`config.mk`:
```
export PLATFORM = sky130hd
export DESIGN_NAME = column_buffer_writer
export DESIGN_NICKNAME = d
export VERILOG_FILES = /design/src/rtl/gpu_pkg.sv /design/src/rtl/falling_edge_detect.sv /design/src/rtl/column_buffer_writer.sv
export SDC_FILE = /design/constraint.sdc
export NUM_CORES = 1
export LEC_CHECK = 0
export BUFFER_PORTS_ARGS = -buffer_cell sky130_fd_sc_hd__buf_4
export CORE_ASPECT_RATIO = 0.5
export CORE_MARGIN = 1
export CORE_UTILIZATION = 43
export DETAILED_ROUTE_END_ITERATION = 6
export PLACE_DENSITY_LB_ADDON = 0.2
export RECOVER_POWER = 50
export SLEW_MARGIN = 5
export SYNTH_ARGS = -nofsm -noshare
export SYNTH_HDL_FRONTEND = slang
export SYNTH_SLANG_ARGS = --single-unit
```
`constraint.sdc`:
```
create_clock -name clk -period 3.9 [get_ports clk]
set_input_delay 0.195 -clock clk [delete_from_list [all_inputs] [get_ports clk]]
set_output_delay 0.195 -clock clk [all_outputs]
set_load 0.05 [all_outputs]
```
`src/rtl/gpu_pkg.sv`:
```
// Shared frame-buffer layout and column-writer state encoding, used by both the
// column writer and the display read side.
package gpu_pkg;

    localparam int          COLUMNS_DEFAULT = 320;
    localparam int          COL_W           = 9;
    localparam int          WORD_W          = 16;

    localparam logic [15:0] DIST_A_BASE     = 16'd63488;
    localparam logic [15:0] TEX_A_BASE      = 16'd63808;
    localparam logic [15:0] DIST_B_BASE     = 16'd64128;
    localparam logic [15:0] TEX_B_BASE      = 16'd64448;

    typedef enum logic [1:0] {
        IDLE      = 2'd0,
        WR_DIST   = 2'd1,
        WR_TEX    = 2'd2,
        WAIT_SWAP = 2'd3
    } wr_state_t;

    // Writes always go to the buffer that is not on screen.
    function automatic logic [15:0] back_base(input logic        front_sel,
                                              input logic [15:0] base_a,
                                              input logic [15:0] base_b);
        return front_sel ? base_a : base_b;
    endfunction

    function automatic logic column_in_range(input logic [COL_W-1:0] column,
                                             input int               columns);
        return int'(column) < columns;
    endfunction

endpackage

```
`src/rtl/falling_edge_detect.sv`:
```
// One-cycle pulse on a high-to-low transition of a same-domain level signal.
module falling_edge_detect (
    input  logic clk,
    input  logic clr,
    input  logic in,
    output logic pulse
);

    logic in_q;

    // Resets high so a signal that is already low after reset is not seen as an edge.
    always_ff @(posedge clk or negedge clr) begin
        if (!clr) begin
            in_q <= 1'b1;
        end else begin
            in_q <= in;
        end
    end

    assign pulse = in_q & ~in;

endmodule

```
`src/rtl/column_buffer_writer.sv`:
```
// Writes per-column distance/texture words into the back frame buffer and swaps
// front/back on the first v_sync falling edge after a frame's last column.
module column_buffer_writer
    import gpu_pkg::*;
#(
    parameter int          COLUMNS = COLUMNS_DEFAULT,
    parameter logic [15:0] DIST_A  = DIST_A_BASE,
    parameter logic [15:0] TEX_A   = TEX_A_BASE,
    parameter logic [15:0] DIST_B  = DIST_B_BASE,
    parameter logic [15:0] TEX_B   = TEX_B_BASE
) (
    input  logic        clk,
    input  logic        clr,
    input  logic        in_valid,
    output logic        in_ready,
    input  logic [8:0]  in_column,
    input  logic [15:0] in_distance,
    input  logic [15:0] in_texture,
    input  logic        in_last,
    input  logic        v_sync,
    output logic        mem_we,
    output logic [15:0] mem_addr,
    output logic [15:0] mem_wdata,
    input  logic        mem_grant,
    output logic        buffer_select,
    output logic        swap_pending,
    output logic        range_error
);

    wr_state_t   state_q, state_d;
    logic [8:0]  column_q, column_d;
    logic [15:0] distance_q, distance_d;
    logic [15:0] texture_q, texture_d;
    logic        last_q, last_d;
    logic        select_q, select_d;
    logic        range_err_q, range_err_d;

    logic        v_sync_fall;
    logic [15:0] col_offset;
    logic [15:0] dist_back;
    logic [15:0] tex_back;

    falling_edge_detect u_vsync_edge (
        .clk   (clk),
        .clr   (clr),
        .in    (v_sync),
        .pulse (v_sync_fall)
    );

    assign col_offset = {7'd0, column_q};
    assign dist_back  = back_base(select_q, DIST_A, DIST_B);
    assign tex_back   = back_base(select_q, TEX_A, TEX_B);

    always_ff @(posedge clk or negedge clr) begin
        if (!clr) begin
            state_q     <= IDLE;
            column_q    <= '0;
            distance_q  <= '0;
            texture_q   <= '0;
            last_q      <= 1'b0;
            select_q    <= 1'b0;
            range_err_q <= 1'b0;
        end else begin
            state_q     <= state_d;
            column_q    <= column_d;
            distance_q  <= distance_d;
            texture_q   <= texture_d;
            last_q      <= last_d;
            select_q    <= select_d;
            range_err_q <= range_err_d;
        end
    end

    // Memory outputs are decoded from state, so an asynchronous clear drops
    // mem_we and zeroes the address/data bus immediately.
    always_comb begin
        state_d      = state_q;
        column_d     = column_q;
        distance_d   = distance_q;
        texture_d    = texture_q;
        last_d       = last_q;
        select_d     = select_q;
        range_err_d  = range_err_q;
        in_ready     = 1'b0;
        mem_we       = 1'b0;
        mem_addr     = '0;
        mem_wdata    = '0;
        swap_pending = 1'b0;

        unique case (state_q)
            IDLE: begin
                in_ready = 1'b1;
                if (in_valid) begin
                    column_d   = in_column;
                    distance_d = in_distance;
                    texture_d  = in_texture;
                    last_d     = in_last;
                    if (column_in_range(in_column, COLUMNS)) begin
                        state_d = WR_DIST;
                    end else begin
                        // Out-of-range entries are dropped but still close the frame.
                        range_err_d = 1'b1;
                        state_d     = in_last ? WAIT_SWAP : IDLE;
                    end
                end
            end

            WR_DIST: begin
                mem_we    = 1'b1;
                mem_addr  = dist_back + col_offset;
                mem_wdata = distance_q;
                if (mem_grant) begin
                    state_d = WR_TEX;
                end
            end

            WR_TEX: begin
                mem_we    = 1'b1;
                mem_addr  = tex_back + col_offset;
                mem_wdata = texture_q;
                if (mem_grant) begin
                    state_d = last_q ? WAIT_SWAP : IDLE;
                end
            end

            WAIT_SWAP: begin
                swap_pending = 1'b1;
                if (v_sync_fall) begin
                    select_d = ~select_q;
                    state_d  = IDLE;
                end
            end

            default: begin
                state_d = IDLE;
            end
        endcase
    end

    assign buffer_select = select_q;
    assign range_error   = range_err_q;

endmodule

```
## Yosys cells after proc, flatten, opt, wreduce, memory -nomap -nowiden

Cells that the tools add are included.

| storage, ports and cells | value |
|---|---|
| input bits | 47 |
| flip-flop bits (word level) | 47 |
| output and inout bits | 37 |

| operators by class | value |
|---|---|
| add/subtract/negate cells | 2 |
| order comparisons | 1 |
| multiplexer cells | 15 |
| eq/ne operators | 7 |
| reductions and logical operators | 6 |
| bitwise operators | 4 |

Operators with widths:

| operator | count |
|---|---|
| case mux 16 bit (2 select lines) | 2 |
| adder 12 x 10 -> 13 bit | 2 |
| two-way mux 10 bit | 2 |
| two-way mux 2 bit | 7 |
| less-than comparator 9 bit (second input constant) | 1 |
| case mux 2 bit (4 select lines) | 1 |
| != test 2 bit (second input constant) | 3 |
| equality test 2 bit (second input constant) | 2 |
| AND reduction 2 bit | 2 |
| AND reduction 4 bit | 1 |
| two-way mux 1 bit | 3 |
| NOT 1 bit | 3 |
| AND reduction 3 bit | 1 |
| equality test 2 x 1 -> 1 bit (second input constant) | 1 |
| logical NOT 2 bit | 1 |
| != test 2 x 1 -> 1 bit (second input constant) | 1 |
| OR reduction 2 bit | 1 |
| AND 1 bit | 1 |

## Logic depth before layout (Yosys ltp)

Gate-level depths: netlist of run 1.

| logic depth | value |
|---|---|
| depth after elaboration | 4 |
| gate-level depth with buffers | 7 |
| mapped depth without buffers | 7 |

## By module

From an unflattened synthesis of run 1, not the netlist that was laid out.

| second synthesis, totals | value |
|---|---|
| cells, all modules | 188 |
| area, all modules | 2,527.4 um^2 |

By module, submodules not included:

| module | cells an instance | area each (um^2) | instances |
|---|---|---|---|
| column_buffer_writer | 186 | 2,487.4 | 1 |
| falling_edge_detect | 2 | 40.0 | 1 |

## Worst setup path before layout of run 1

No wires, ideal clock.

| path | value |
|---|---|
| path kind | register to output |
| start point | register select_q, in the netlist buffer_select |
| end point | output mem_addr[9] |
| data arrival time | 2.224 ns |
| required time | 3.705 ns |
| path buffers | 0 |
| path slack | 1.481 ns |
| cell stages (with the launch flop) | 6 |
| cells stage by stage | dfrtp_1 inv_1 ha_1 a21oi_1 o21ai_0 mux2i_1 |

| between the ends | value |
|---|---|
| word-level cells in the longest chain between the ends | 3 |
| elaborated cells on any way between the ends | 5 |
| classes of those cells | 2 x add/sub; 3 x mux |

Ends and longest elaborated chain:

| element | RTL line | RTL |
|---|---|---|
| start, declared | column_buffer_writer.sv:35 | `logic select_q, select_d;` |
| start signal, assigned | column_buffer_writer.sv:69 | `select_q <= select_d;` |
| two-way mux 10 bit | gpu_pkg.sv:25 | `return front_sel ? base_a : base_b;` |
| net dist_back[7] | column_buffer_writer.sv:40 | `logic [15:0] dist_back;` |
| adder 12 x 10 -> 13 bit | column_buffer_writer.sv:110 | `mem_addr = dist_back + col_offset;` |
| case mux 16 bit (2 select lines) | column_buffer_writer.sv:90 | `unique case (state_q)` |
| end, declared | column_buffer_writer.sv:22 | `output logic [15:0] mem_addr,` |

The timed path passes the listed nets, and every way through them passes these cells.

## Worst setup path after layout of run 1

| path | value |
|---|---|
| start point | register state_q[0] |
| end point | register column_q[1] |

| between the ends | value |
|---|---|
| word-level cells in the longest chain between the ends | 2 |

Ends and longest elaborated chain:

| element | RTL line | RTL |
|---|---|---|
| start, declared | column_buffer_writer.sv:30 | `wr_state_t state_q, state_d;` |
| start signal, assigned | column_buffer_writer.sv:64 | `state_q <= state_d;` |
| logical NOT 2 bit | column_buffer_writer.sv:90 |  |
| AND reduction 2 bit (no source line) | -- |  |
| end signal, assigned | column_buffer_writer.sv:65 | `column_q <= column_d;` |
| end, declared | column_buffer_writer.sv:31 | `logic [8:0] column_q, column_d;` |

Every way passes these cells.
A chain may end at the register's enable or synchronous reset.

==> impl_metrics.env, run 1 <==
export IMPL_cts_tree="done"
export IMPL_path_clk_slew_ns=0.09
export IMPL_hp_class="primary input to register"
export IMPL_area_delta_synth_final_pct=29.6
export IMPL_syn_area_um2=2350
export IMPL_met1_length_um=2260
export IMPL_wl_met3_um=245
export IMPL_critPathMaxFanout=44
export IMPL_place_hpwl_um=3440
export IMPL_clkSinkCount=47
export IMPL_rsz0062_at_grt="false"
export IMPL_finalWirelength_um=4960
export IMPL_maxCapViolCount=2
export IMPL_slowest_stage="nand2_1"
export IMPL_synthesis_nets=243
export IMPL_endpoint_kind="register"
export IMPL_worst_pin_slew_ns=2.49
export IMPL_core_um2=5090
export IMPL_top_layer="met4"
export IMPL_synth_xor_area_share_pct=1.12
export IMPL_yosys_area_share_simple_pct=8.41
export IMPL_drive_gt1_share_pct=47.3
export IMPL_critical_path_buf_inv_count=1
export IMPL_crit_family="simple AND/OR/NAND/NOR gates"
export IMPL_fmax_mhz=374
export IMPL_dr_pass1_iters=4
export IMPL_reg2regPathDepth=4
export IMPL_synth_cell_types=30
export IMPL_ys_warn_count=0
export IMPL_rows=18
export IMPL_routabilityCongestion=0.734
export IMPL_ant_nets=0
export IMPL_finalSetupViolCount=0
export IMPL_clk_latency_ns=0.29
export IMPL_synth_adder_area_share_pct=5.11
export IMPL_synth_top_area_share_pct=49.0
export IMPL_cts_buffers=5
export IMPL_htree_num_levels=2
export IMPL_cp_num_cells=4
export IMPL_min_period_over_period_pct=68.5
export IMPL_syn_avg_cell_area_um2=12.6
export IMPL_synth_top_flop_cell="dfrtp_1"
export IMPL_cts_root_buffer="clkbuf_8"
export IMPL_startpoint="state_q[0]"
export IMPL_synth_edf_count=0
export IMPL_synth_seq_area_share_pct=50.1
export IMPL_ios=84
export IMPL_synth_common_cells="dfrtp_1 (46), mux2_2 (41), nor2b_1 (18)"
export IMPL_drc=0
export IMPL_cp_data_arrival_time_ns=2.85
export IMPL_yosysTopAreaCell="dfrtp_1"
export IMPL_final_nets=319
export IMPL_grt_max_degree=48
export IMPL_holdPathStages=1
export IMPL_slew_viol_final=93
export IMPL_reg2reg_slack_ns=1.23
export IMPL_antenna_found_initial=0
export IMPL_violations="max-capacitance violations, max-slew violations"
export IMPL_start_util_pct=46.2
export IMPL_synthArstFlopShare_pct=100
export IMPL_wl_per_cell_um=14.8
export IMPL_worstPathCellList="inv_1 -> ha_1 -> nand2_1 -> mux2_2"
export IMPL_outcome="finished, violations left"
export IMPL_final_setup_tns_ns=0
export IMPL_startpoint_type="register"
export IMPL_synth_top_family_by_area="multiplexers"
export IMPL_crit_required_ns=4.08
export IMPL_skew_ns=0.00471
export IMPL_min_from="v_sync"
export IMPL_criticalPathCategory="register to register"
export IMPL_grt_usage_pct=17.9
export IMPL_die_x_um=107
export IMPL_chipHeight_um=54.3
export IMPL_min_period_ns=2.67
export IMPL_wl_met2_um=2410
export IMPL_max_stage_delay_ns=1.31
export IMPL_grt_pass1_wl_um=7680
export IMPL_synth_compound_area_share_pct=9.37
export IMPL_drtIter0Drc=46
export IMPL_ys_seq_elements=47
export IMPL_reg2reg_to="column_q[1]"
export IMPL_vias=1660
export IMPL_diodes=0
export IMPL_slew_headroom_pct=-66.3
export IMPL_portBuffers=83
export IMPL_timing_rr_start="state_q[0]"
export IMPL_synth_area_top_cells="dfrtp_1 (49%), mux2_2 (20%), a22oi_1 (5.1%), nor2b_1 (4.8%), ha_1 (4.3%)"
export IMPL_syn_inst=187
export IMPL_clock_path_buffers=2
export IMPL_hold_worst_slack_ns=0.000530
export IMPL_dieArea_um2=5780
export IMPL_synthMuxAreaShare_pct=21.0
export IMPL_cts_resized=0
export IMPL_hold_end="u_vsync_edge.in_q"
export IMPL_gr_total_overflow=0
export IMPL_synth_most_common_cell="dfrtp_1"
export IMPL_viasPerCell=4.97
export IMPL_grt_pass1_vias=1635
export IMPL_hold_viol=0
==> cell type report <==
| type | count | area (um2) |
|---|---|---|
| Fill cell | 435 | 2040 |
| Sequential cell | 47 | 1180 |
| Inverter | 7 | 26.3 |
| Multi-Input combinational cell | 118 | 1040 |
| Timing Repair Buffer | 84 | 611 |
| Clock buffer | 7 | 76.3 |
| Clock inverter | 1 | 30.0 |
| Tap cell | 70 | 87.6 |
==> cells by family after synthesis <==
family,after synthesis
buffers and inverters,22
AND/OR/NAND/NOR,33
AO/OA/AOI/OAI,29
adder cells (fa/ha/maj),9
XOR/XNOR,3
flip-flops,47
multiplexers,44
==> flip-flops by register name (all words and copies together), names as in the netlist <==
register           cells
distance_q            16
state_q                2
u_vsync_edge.in_q      1
column_q               9
buffer_select          1
texture_q             16
last_q                 1
range_error            1
==> layout by cell type (no fill, tap or decap) <==
master         synthesis  final
buf_4                  5     77
dfrtp_1               46     46
mux2_2                41     41
nor2b_1               18     18
a22oi_1               16     16
and2_1                 8      8
ha_1                   8      8
clkbuf_1               3      8
inv_1                  7      7
nand2_1                4      5
o21ai_0                5      5
clkbuf_8               0      5
xnor2_1                2      2
a21oi_1                2      2
mux2i_1                2      2
xor2_1                 1      1
o211ai_1               1      1
a21o_1                 1      1
nand2b_1               1      1
o21ba_1                1      1
a221oi_1               0      1
nand3b_1               1      1
o21bai_1               1      1
o22ai_1                1      1
mux2_1                 1      1
fa_1                   1      1
bufinv_16              0      1
dlygate4sd3_1          0      1
dfstp_2                1      1
==> repair_timing <==
| action | in CTS | in global routing |
|---|---|---|
| hold endpoints to repair | 46 | 0 |
| hold buffers | 1 | 0 |
| setup buffers | 0 | 0 |
==> worst max-delay path by stage <==
stage | slack [ns] | endpoint
after floorplan | 1.48 | mem_addr[9]
after global placement | 1.62 | mem_addr[9]
after detailed placement | 1.52 | mem_addr[9]
after CTS | 1.18 | mem_addr[9]
after global routing | 0.66 | state_q[1]
final | 1.23 | column_q[1]
==> routing by layer <==
layer / track usage, % / up-vias
li1: - / 796
met1: 22.2 / 814
met2: 32.1 / 45
met3: 4.76 / 5
met4: 4.79 / 0
met5: 0 / -
==> worst register-to-register path: stages, from the launching register on <==
cell and delay [ns]:
dfrtp_1 0.39, inv_1 0.11, ha_1 0.26, nand2_1 1.31
mux2_2 0.48
==> metrics by stage <==
step | cells | utilization [%] | setup slack [ns] | instance area (um2)
detailed placement | 325 | 58.4 | 1.52 | 2970
floorplan | 187 | - | 1.48 | 2350
finish | 334 | 59.8 | 1.23 | 3050
global placement | 325 | 58.4 | 1.62 | 2970
CTS | 334 | 60.7 | 1.18 | 3090
global route | 334 | 59.8 | 0.660 | 3050
Power of run 1 is left out: the tool's default activity adds up to more than one toggle a clock period on the data nets, which glitch-free logic cannot reach.
==> run 2, diff against run 1 <==
==> constraint.sdc (replaced) <==
create_clock -name clk -period 2.4 [get_ports clk]
set_input_delay 0.12 -clock clk [delete_from_list [all_inputs] [get_ports clk]]
set_output_delay 0.12 -clock clk [all_outputs]
set_load 0.05 [all_outputs]
==> impl_metrics.env, run 2 (synthesized netlist as in run 1, its figures left out) <==
export IMPL_cp_data_arrival_time_ns=2.10
export IMPL_start_util_pct=46.2
export IMPL_hold_end="distance_q[1]"
export IMPL_dieArea_um2=5780
export IMPL_final_cell_mix="buf_4 (82), dfrtp_1 (46), mux2_2 (41), nor2b_1 (18), a22oi_1 (16)"
export IMPL_slew_headroom_pct=22.2
export IMPL_htree_num_levels=2
export IMPL_outcome="finished, final reports clean"
export IMPL_final_nets=328
export IMPL_worst_pin_slew_ns=1.17
export IMPL_slew_viol_final=0
export IMPL_min_period_ns=2.22
export IMPL_reg2reg_slack_ns=0.47
export IMPL_grt_max_degree=48
export IMPL_min_period_over_period_pct=92.6
export IMPL_maxCapViolCount=0
export IMPL_cts_buffers=5
export IMPL_grt_pass1_wl_um=7760
export IMPL_drive_gt1_share_pct=50.2
export IMPL_cts_root_buffer="clkbuf_8"
export IMPL_multiInputGateArea_um2=1070
export IMPL_endpoint_kind="output pin"
export IMPL_drtIter0Drc=56
export IMPL_rows=18
export IMPL_ios=84
export IMPL_ant_nets=0
export IMPL_reg_top3="distance_q (16), texture_q (16), column_q (9)"
export IMPL_criticalPathCategory="register to output pin"
export IMPL_hold_viol=0
export IMPL_timing_rr_start="state_q[1]"
export IMPL_viasPerCell=4.88
export IMPL_final_common_cell="buf_4"
export IMPL_min_from="in_distance[1]"
export IMPL_dr_pass1_iters=4
export IMPL_holdPathStages=2
export IMPL_grt_usage_pct=18.1
export IMPL_core_um2=5090
export IMPL_grt_pass1_vias=1560
export IMPL_diodes=0
export IMPL_wl_per_cell_um=14.6
export IMPL_die_x_um=107
export IMPL_crit_required_ns=2.28
export IMPL_clk_latency_ns=0.29
export IMPL_rsz0062_at_grt="false"
export IMPL_reg2regPathDepth=5
export IMPL_place_hpwl_um=3630
export IMPL_clkSinkCount=47
export IMPL_antenna_found_initial=0
export IMPL_fill_cells=442
export IMPL_routabilityCongestion=0.784
export IMPL_path_clk_slew_ns=0.09
export IMPL_gr_total_overflow=0
export IMPL_vias=1674
export IMPL_final_setup_tns_ns=0
export IMPL_fmax_mhz=450
export IMPL_finalWirelength_um=5020
export IMPL_drc=0
export IMPL_startpoint_type="register"
export IMPL_reg2reg_to="distance_q[0]"
export IMPL_portBuffers=83
export IMPL_skew_ns=0.00555
export IMPL_finalSetupViolCount=0
export IMPL_chipHeight_um=54.3
export IMPL_clock_path_buffers=2
export IMPL_regArea_um2=1180
export IMPL_area_delta_synth_final_pct=32.8
export IMPL_cts_tree="done"
export IMPL_hp_class="primary input to register"
export IMPL_critPathMaxFanout=5
## run 2: area by class of cell
type	instances	share of cell area, %
multi-input cells	118	34.2
clock buffers	7	2.45
clock inverters	1	0.160
well taps	70	2.81
flip-flops and latches	47	37.7
repair buffers	93	21.8
inverters	7	0.842
## run 2: metrics by stage
step | util [%] | instance area, um2 | instances | hold WS [ns] | setup WS, ns
final | 61.3 | 3120 | 343 | 0.0487 | 0.177
after global placement | 59.3 | 3020 | 331 | 0.165 | 0.358
after global routing | 61.3 | 3120 | 343 | 0.0412 | 0.0312
after detailed placement | 59.3 | 3020 | 331 | 0.174 | 0.268
after CTS | 61.3 | 3120 | 341 | 0.0415 | 0.0300
after floorplan | - | 2350 | 187 | -0.176 | 0.0561
## run 2: worst max-delay path, cell delays in order, from the launching register on
cell and delay [ns]:
dfrtp_1 0.40, inv_2 0.11, ha_4 0.17, ha_1 0.16
inv_1 0.05, fa_1 0.39, xor2_1 0.19, and2_1 0.18
buf_6 0.15
## run 2: how the worst max path moves through the flow
stage | startpoint | to | slack [ns] | cells after the start
5_1_grt | state_q[0] | mem_addr[8] | 0.03 | 8
4_1_cts | state_q[0] | mem_addr[10] | 0.03 | 8
3_5_place_dp | state_q[0] | mem_addr[10] | 0.27 | 8
3_3_place_gp | state_q[0] | mem_addr[10] | 0.36 | 8
2_1_floorplan | buffer_select | mem_addr[9] | 0.06 | 5
6_report | state_q[0] | mem_addr[8] | 0.18 | 8
## run 2: routing by layer
metal / GRT usage, % / share of wire [%] / up-vias
li1: - / - / 812
met2: 30.8 / 48 / 46
met5: 0 / 0 / -
met4: 4.11 / 0.76 / 0
met3: 5.12 / 5.2 / 4
met1: 23.5 / 46 / 812
## run 2: timing repair
action	in CTS	in global routing
setup endpoints to repair	2	2
hold buffers	2	0
gates resized for setup	2	3
hold endpoints to repair	47	0
setup buffers	0	2
Power of run 2 is left out for the same reason.
==> run 3, diff against run 2 <==
--- a/config.mk
+++ b/config.mk
@@ -8,10 +8,9 @@
 export BUFFER_PORTS_ARGS = -buffer_cell sky130_fd_sc_hd__buf_4
 export CORE_ASPECT_RATIO = 0.5
 export CORE_MARGIN = 1
-export CORE_UTILIZATION = 43
+export CORE_UTILIZATION = 45
 export DETAILED_ROUTE_END_ITERATION = 6
 export PLACE_DENSITY_LB_ADDON = 0.2
-export RECOVER_POWER = 50
 export SLEW_MARGIN = 5
 export SYNTH_ARGS = -nofsm -noshare
 export SYNTH_HDL_FRONTEND = slang
==> impl_metrics.env, run 3 (synthesized netlist as in run 1, its figures left out) <==
export IMPL_final_common_cell="buf_4"
export IMPL_cts_root_buffer="clkbuf_8"
export IMPL_hp_class="primary input to register"
export IMPL_area_delta_synth_final_pct=35.4
export IMPL_chipHeight_um=53.1
export IMPL_gr_total_overflow=0
export IMPL_min_period_ns=2.28
export IMPL_grt_usage_pct=18.4
export IMPL_ios=84
export IMPL_die_x_um=104
export IMPL_dieArea_um2=5530
export IMPL_drc=0
export IMPL_wl_met3_um=268
export IMPL_vias=1712
export IMPL_critPathMaxFanout=5
export IMPL_skew_ns=0.00963
export IMPL_startpoint_type="register"
export IMPL_met1_length_um=2160
export IMPL_cp_data_arrival_time_ns=2.16
export IMPL_ant_nets=0
export IMPL_finalSetupViolCount=0
export IMPL_endpoint_kind="output pin"
export IMPL_path_clk_slew_ns=0.09
export IMPL_grt_max_degree=48
export IMPL_final_cell_mix="buf_4 (91), dfrtp_1 (46), mux2_2 (41), nor2b_1 (17), a22oi_1 (16)"
export IMPL_min_period_over_period_pct=95.0
export IMPL_clock_path_buffers=2
export IMPL_htree_num_levels=2
export IMPL_drive_gt1_share_pct=53.6
export IMPL_worst_pin_slew_ns=0.589
export IMPL_diodes=0
export IMPL_start_util_pct=47.2
export IMPL_startpoint="state_q[0]"
export IMPL_final_setup_tns_ns=0
export IMPL_clk_latency_ns=0.31
export IMPL_rows=18
export IMPL_grt_pass1_wl_um=7600
export IMPL_timing_rr_start="state_q[1]"
export IMPL_top_layer="met4"
export IMPL_maxCapViolCount=0
export IMPL_crit_required_ns=2.28
export IMPL_cts_buffers=5
export IMPL_wl_per_cell_um=13.9
export IMPL_reg2reg_slack_ns=0.56
export IMPL_slew_headroom_pct=60.7
export IMPL_clkSinkCount=47
export IMPL_outcome="finished, final reports clean"
export IMPL_hold_viol=0
export IMPL_core_um2=4980
export IMPL_final_nets=329
export IMPL_criticalPathCategory="register to output pin"
export IMPL_fill_cells=404
export IMPL_place_hpwl_um=3460
export IMPL_portBuffers=83
export IMPL_slew_viol_final=0
export IMPL_antenna_found_initial=0
export IMPL_finalWirelength_um=4780
export IMPL_wl_met2_um=2330
export IMPL_reg_top3="distance_q (16), texture_q (16), column_q (9)"
export IMPL_cts_tree="done"
export IMPL_viasPerCell=4.98
export IMPL_routabilityCongestion=0.726
export IMPL_drtIter0Drc=37
export IMPL_dr_pass1_iters=4
export IMPL_min_from="in_distance[11]"
export IMPL_grt_pass1_vias=1567
export IMPL_fmax_mhz=439
-- run 3: cell count changes in the layout (fill, tap and decap cells not counted) --
| cell | delta |
|---|---|
| nand2_2 | +1 |
| clkinvlp_4 | +1 |
| nor2b_2 | +1 |
| buf_4 | +9 |
| nor2b_1 | -1 |
| clkbuf_8 | +2 |
| clkbuf_1 | -7 |
| nand2_1 | -1 |
| clkbuf_2 | -3 |
| clkinv_2 | -1 |
-- run 3: timing repair --
item | in CTS | in global routing
hold buffers | 2 | 0
buffers inserted | 0 | 3
hold endpoints to repair | 47 | 0
cloned | 0 | 0
endpoints found under the setup margin | 2 | 3
resized for setup | 3 | 3
-- run 3: worst paths after layout --
| kind | end | depth (start not counted) |
|---|---|---|
| setup / recovery | mem_addr[8] | 8 |
| hold / removal | distance_q[11] | 2 |
| setup reg to reg | state_q[1] | 5 |
| hold reg to reg | range_error | 1 |
| max in group asynchronous | distance_q[0] | 2 |
| min in group asynchronous | buffer_select | 2 |
-- run 3: routing by layer --
metal  track usage (%)  vias to the layer above
met5                 0                        -
met4              4.29                        0
met3              6.53                        2
met2              30.8                       48
met1              23.2                      849
li1                  -                      813
-- run 3: through the flow --
step	util [%]	hold slack, ns	cells	worst slack, ns	cell area [um2]
after floorplan	-	-0.176	187	0.0561	2350
after global placement	60.6	0.167	331	0.349	3020
after detailed placement	60.6	0.162	331	0.280	3020
after CTS	63.3	0.0344	341	0.00631	3150
after global routing	63.9	0.0149	344	-0.00495	3180
final	63.9	0.0390	344	0.120	3180
-- run 3: area by class of cell --
cell class                 instances  area, um2  area share [%]
sequential                        47       1180            37.0
multi-input combinational        118       1070            33.7
timing repair buffer              94        714            22.5
clock buffer                       7       96.3            3.03
tap                               70       87.6            2.75
inverter                           7       26.3           0.826
clock inverter                     1       7.51           0.236
-- run 3: worst max-delay path, cell delays in order, from the launching register on --
cell and delay, ns:
dfrtp_1 0.41, inv_2 0.13, ha_4 0.17, ha_1 0.16
inv_1 0.05, fa_1 0.40, xor2_1 0.18, and2_1 0.17
buf_4 0.18
Power of run 3 is left out for the same reason.
